==> config.mk <==
export PLATFORM = sky130hd
export DESIGN_NAME = pipelined_cla_adder
export DESIGN_NICKNAME = d
export VERILOG_FILES = /design/src/rtl/pipelined_cla_adder.sv
export SDC_FILE = /design/constraint.sdc
export NUM_CORES = 1
export LEC_CHECK = 0
export CAP_MARGIN = 5
export CELL_PAD_IN_SITES_DETAIL_PLACEMENT = 1
export CELL_PAD_IN_SITES_GLOBAL_PLACEMENT = 2
export CORE_UTILIZATION = 35
export DETAILED_ROUTE_END_ITERATION = 16
export GPL_TIMING_DRIVEN = 0
export PLACE_DENSITY = 0.84
export SLEW_MARGIN = 20
export SYNTH_ARGS = -nofsm -noshare
export SYNTH_HDL_FRONTEND = slang
export SYNTH_SLANG_ARGS = --single-unit
==> constraint.sdc <==
create_clock -name clk -period 5.9 [get_ports clk]
set_clock_uncertainty 0.05 [all_clocks]
set_input_delay 1.18 -clock clk [delete_from_list [all_inputs] [get_ports clk]]
set_output_delay 1.18 -clock clk [all_outputs]
set_load 0.05 [all_outputs]
==> src/rtl/pipelined_cla_adder.sv <==
// Purpose: parametrised add/subtract unit, one operand slice summed per pipeline stage with grouped carry-lookahead.
// Latency: SEGMENTS cycles from acceptance to out_valid; one result per cycle sustained.
// Backpressure: out_valid & ~out_ready freezes every stage; in_ready mirrors the pipeline enable combinationally.
module pipelined_cla_adder #(
  parameter int WIDTH    = 32,
  parameter int SEGMENTS = 4,
  parameter int GROUP    = 4
) (
  input  logic             clk,
  input  logic             rst_n,
  input  logic             in_valid,
  output logic             in_ready,
  input  logic [WIDTH-1:0] a,
  input  logic [WIDTH-1:0] b,
  input  logic             cin,
  input  logic             sub,
  output logic             out_valid,
  input  logic             out_ready,
  output logic [WIDTH-1:0] sum,
  output logic             cout,
  output logic             overflow,
  output logic             zero,
  output logic             negative
);

  localparam int SEG_W = WIDTH / SEGMENTS;

  // Reject geometries that cannot be cut into equal slices of whole lookahead groups.
  if (SEGMENTS < 1 || SEGMENTS > 8 || GROUP < 1 ||
      WIDTH != SEGMENTS * SEG_W || (SEG_W % GROUP) != 0) begin : g_param_check
    $error("pipelined_cla_adder: illegal WIDTH/SEGMENTS/GROUP combination");
  end

  // Slice adder: full lookahead inside each GROUP-bit group, group carries
  // ripple from one group to the next. Returns {carry_out, sum}.
  function automatic logic [SEG_W:0] cla_slice(input logic [SEG_W-1:0] x,
                                               input logic [SEG_W-1:0] y,
                                               input logic             ci);
    logic [SEG_W-1:0] p;
    logic [SEG_W-1:0] g;
    logic [SEG_W-1:0] s;
    logic             gc;
    logic             c;
    logic             term;
    int               base;
    p  = x ^ y;
    g  = x & y;
    s  = '0;
    gc = ci;
    for (int grp = 0; grp < SEG_W / GROUP; grp++) begin
      base = grp * GROUP;
      // i == GROUP yields the group carry-out from the same lookahead form
      for (int i = 0; i <= GROUP; i++) begin
        c = gc;
        for (int j = 0; j < i; j++) c = c & p[base+j];
        for (int j = 0; j < i; j++) begin
          term = g[base+j];
          for (int m = j + 1; m < i; m++) term = term & p[base+m];
          c = c | term;
        end
        if (i < GROUP) s[base+i] = p[base+i] ^ c;
        else           gc = c;
      end
    end
    return {gc, s};
  endfunction

  logic             en;
  logic [WIDTH-1:0] beff;
  logic             c0;

  assign en       = ~out_valid | out_ready;
  assign in_ready = en;
  assign beff     = b ^ {WIDTH{sub}};
  assign c0       = sub | cin;

  for (genvar k = 0; k < SEGMENTS; k++) begin : g_stage
    // Operand bits still to be summed when the wavefront reaches this stage.
    localparam int RW = WIDTH - k * SEG_W;

    logic [RW-1:0]  a_in;
    logic [RW-1:0]  b_in;
    logic           c_in;
    logic           v_in;
    logic [SEG_W:0] res;

    if (k == 0) begin : g_src
      assign a_in = a;
      assign b_in = beff;
      assign c_in = c0;
      assign v_in = in_valid;
    end else begin : g_src
      assign a_in = g_stage[k-1].g_reg.a_q;
      assign b_in = g_stage[k-1].g_reg.b_q;
      assign c_in = g_stage[k-1].g_reg.c_q;
      assign v_in = g_stage[k-1].g_reg.v_q;
    end

    assign res = cla_slice(a_in[SEG_W-1:0], b_in[SEG_W-1:0], c_in);

    if (k < SEGMENTS - 1) begin : g_reg
      logic [RW-SEG_W-1:0]     a_q;
      logic [RW-SEG_W-1:0]     b_q;
      logic [(k+1)*SEG_W-1:0]  s_q;
      logic [(k+1)*SEG_W-1:0]  s_nxt;
      logic                    c_q;
      logic                    v_q;

      if (k == 0) begin : g_cat
        assign s_nxt = res[SEG_W-1:0];
      end else begin : g_cat
        assign s_nxt = {res[SEG_W-1:0], g_stage[k-1].g_reg.s_q};
      end

      // Stage register: carry and finished low slices advance, unsummed high slices skew along.
      always_ff @(posedge clk or negedge rst_n) begin
        if (!rst_n) begin
          v_q <= 1'b0;
          c_q <= 1'b0;
          s_q <= '0;
          a_q <= '0;
          b_q <= '0;
        end else if (en) begin
          v_q <= v_in;
          c_q <= res[SEG_W];
          s_q <= s_nxt;
          a_q <= a_in[RW-1:SEG_W];
          b_q <= b_in[RW-1:SEG_W];
        end
      end
    end else begin : g_out
      logic [WIDTH-1:0] s_nxt;

      if (k == 0) begin : g_cat
        assign s_nxt = res[SEG_W-1:0];
      end else begin : g_cat
        assign s_nxt = {res[SEG_W-1:0], g_stage[k-1].g_reg.s_q};
      end

      // Output stage: top slice completes the sum; flags are registered alongside it.
      always_ff @(posedge clk or negedge rst_n) begin
        if (!rst_n) begin
          out_valid <= 1'b0;
          sum       <= '0;
          cout      <= 1'b0;
          overflow  <= 1'b0;
          zero      <= 1'b0;
          negative  <= 1'b0;
        end else if (en) begin
          out_valid <= v_in;
          sum       <= s_nxt;
          cout      <= res[SEG_W];
          overflow  <= ~(a_in[SEG_W-1] ^ b_in[SEG_W-1]) & (res[SEG_W-1] ^ a_in[SEG_W-1]);
          zero      <= (s_nxt == '0);
          negative  <= res[SEG_W-1];
        end
      end
    end
  end

endmodule

==> results of run 1 <==
[flip-flops by register name (all words and copies together) (netlist names)]
name               count
g_stage.g_reg.s_q     48
overflow               1
g_stage.g_reg.v_q      3
g_stage.g_reg.a_q     48
zero                   1
g_stage.g_reg.c_q      3
cout                   1
g_stage.g_reg.b_q     48
sum                   32
out_valid              1
[worst paths after layout]
kind / cells past startpoint / endpoint / start
hold / removal: 2 / sum[7] / sum[7]
setup / recovery: 6 / in_ready / out_ready
max in group asynchronous: 3 / out_valid / rst_n
setup reg to reg: 11 / zero / g_stage[2].g_reg.b_q[0]
min in group asynchronous: 1 / g_stage[0].g_reg.a_q[22] / rst_n
hold reg to reg: 2 / sum[7] / sum[7]
[power by group]
group          leakage, nW  internal (mW)  switching (mW)
logic                 2.49          0.895            1.58
registers             2.23           1.84           0.390
clock network        0.279          0.566           0.564
[cells by family after synthesis]
kind of cell / after synthesis / share of synthesized area, %
AO/OA/AOI/OAI: 87 / 6.27
XOR/XNOR: 43 / 4.53
adder cells (fa/ha/maj): 48 / 7.94
buffers and inverters: 63 / 2.90
flip-flops: 186 / 55.9
multiplexers: 1 / 0.135
AND/OR/NAND/NOR: 470 / 22.3
[layout make-up]
cell class | count | area, um^2
fill | 2770 | 13000
sequential | 186 | 4650
multi-input combinational | 649 | 3430
timing repair buffer | 108 | 1120
clock buffer | 17 | 425
tap | 319 | 399
buffer | 45 | 174
clock inverter | 15 | 154
inverter | 18 | 67.6
[placed cells by master (no fill, tap or decap), drive strengths merged, types with 3 or more instances in the layout]
| cell | synthesis | layout |
|---|---|---|
| nor2 | 22 | 22 |
| dfrtp | 186 | 186 |
| o31ai | 9 | 9 |
| o21a | 13 | 13 |
| xor2 | 15 | 15 |
| ha | 40 | 40 |
| o21ai | 41 | 41 |
| nor3 | 8 | 8 |
| a22oi | 3 | 3 |
| clkinv | 0 | 4 |
| nor4 | 5 | 5 |
| or3 | 5 | 5 |
| nand2b | 3 | 3 |
| inv | 18 | 27 |
| buf | 9 | 12 |
| nand2 | 419 | 419 |
| xnor2 | 28 | 28 |
| a21oi | 18 | 18 |
| fa | 8 | 8 |
| clkdlybuf4s50 | 0 | 105 |
| clkbuf | 36 | 53 |
[per-stage QoR]
| stage | setup WS, ns | total power, mW | TNS, ns | cells |
|---|---|---|---|---|
| 3_3_place_gp | -4.34 | 4.65 | -804.87 | 1323 |
| 6_report | 0.723 | 5.84 | 0 | 1357 |
| 5_1_grt | 0.615 | 6.27 | 0 | 1357 |
| 4_1_cts | 0.668 | 5.92 | 0 | 1357 |
| 2_1_floorplan | 1.44 | 3.81 | 0 | 898 |
| 3_5_place_dp | 0.675 | 4.76 | 0 | 1325 |
[layer usage]
layer,track usage (%),wire length (um),share of wire [%]
met5,0,0,0
met1,25.0,10300,48
met4,5.09,186,0.87
met3,2.61,435,2.0
met2,32.0,10500,49
[worst max-delay path, cell delays in order]
cell             delay [ns]
clkdlybuf4s50_1        0.46
nor2b_1                0.15
inv_2                  0.18
clkbuf_1               0.49
clkbuf_1               0.55
clkdlybuf4s50_1        0.93
==> metrics.md, run 1 <==
| Metric | Value |
|---|---|
| Status | `complete, no violations` |
| Area of the mapped netlist | `approximately 8300 um^2` |
| EDFF count, synth | `0` |
| Setup Fix Bufs, Post-CTS | `0` |
| TritonCTS Sinks | `between 150 and 200` |
| Site row count | `56` |
| RSZ-0062 raised after global routing | `false` |
| Vias | `6285` |
| Setup slack, reg-to-reg | `between 2 and 2.5 ns` |
| Worst Hold Class | `reg2reg` |
| Synth warn | `0` |
| I/O pin total | `~110` |
| DR pass1 iterations | `4` |
| Syn nets | `1016` |
| Post-synthesis sequential area ratio | `between 50% and 60%` |
| Yosys top cell area share | `between 50% and 60%` |
| Post-layout util | `between 40% and 50%` |
| PortBufs | `roughly 110` |
| Antenna violations before repair | `0` |
| P per Cell Area | `approximately 560 nW/um^2` |
| Hold WS | `0.418 ns` |
| Tmin final | `approximately 5.2 ns` |
| Die area | `between 20000 and 25000 um^2` |
| Post-Syn Instances | `between 800 and 900` |
| Initial Util | `between 30% and 40%` |
| Grt ovf | `0` |
| Number of remaining DRC errors | `0` |
| DR WL/cell | `roughly 16 um` |
| Worst Tran Pin Value | `0.810 ns` |
| Max-slew headroom | `45.5%` |
| Endpoints failing hold | `0` |
| Final wirelength | `between 20000 and 25000 um` |
| Detailed Place HPWL | `around 16000 um` |
| Design area | `10400 um^2` |
| Die Height | `between 150 and 200 um` |
| Antenna-violating nets left | `0` |
| First-pass GRT wire length | `between 30000 and 40000 um` |
| Setup crit end kind | `primary output` |
| Top cells by area, synth | `dfrtp_1, nand2_1, ha_1` |
| Seq cells post-synth | `~190` |
| Slew Limit Fails | `0` |
| Core ar. | `~23000 um^2` |
| VDD IR max | `200 uV` |
| Worst-Skew Late Latency | `about 0.43 ns` |
| Vias in the first global route | `6621` |
| Layout area overhead | `25.2%` |
| NumNets Final | `between 1000 and 1500` |
| Primary FF master, synth | `dfrtp_1` |
| Crit path required time | `4.67 ns` |
| Setup Viol. Count Final | `0` |
| CTS Buf Count | `17` |
| TritonCTS clock tree | `built` |
| Antenna Cells | `0` |
| Crit Path Max Fanout | `10` |
| Total Routing Usage GR | `18.8%` |
| Resized Gates After CTS | `0` |
| Synth top cells by count | `nand2_1, dfrtp_1, ha_1, clkbuf_1, o21ai_0` |
| Die Width | `roughly 160 um` |
| CTS hold repair buffers | `0` |
| Maximum clock frequency | `just under 200 MHz` |
| Clock slew at reported path FFs | `0.08 ns` |
| Setup crit start kind | `input pin` |
| Crit path DAT | `approximately 4.0 ns` |
| Crit share post-route | `between 80% and 90%` |
| Syn_area_per_cell | `9.27 um^2` |
| H-tree Lvls | `4` |
| Layout cell share with drive strength beyond 1 | `about 4.4%` |
| Leakage power | `5.01 nW` |
| Root buf cell | `clkbuf_16` |
| DR iter-0 viols | `around 220` |
| Max-capacitance violation count | `0` |
| Largest net degree at the start of global routing | `between 80 and 90` |
| Critical path class | `in2out` |
| Synth async-reset ratio | `100%` |
| Gpl congestion | `roughly 0.74` |
| Area of placed instances | `approximately 9800 um^2` |
| Worst-case clock buffer depth | `2` |
| Distinct cells, synth | `36` |
| Count leader, synth | `nand2_1` |
| Area leader, netlist | `dfrtp_1` |
| Vias per cell | `approximately 4.6` |
Power figures use the tool's default switching activity.
==> inputs of run 2 (changes only) <==
SKIP_CTS_REPAIR_TIMING = 1   (was default)
==> results of run 2 <==
The final DEF is identical to that of run 1; final timing and power are the same.
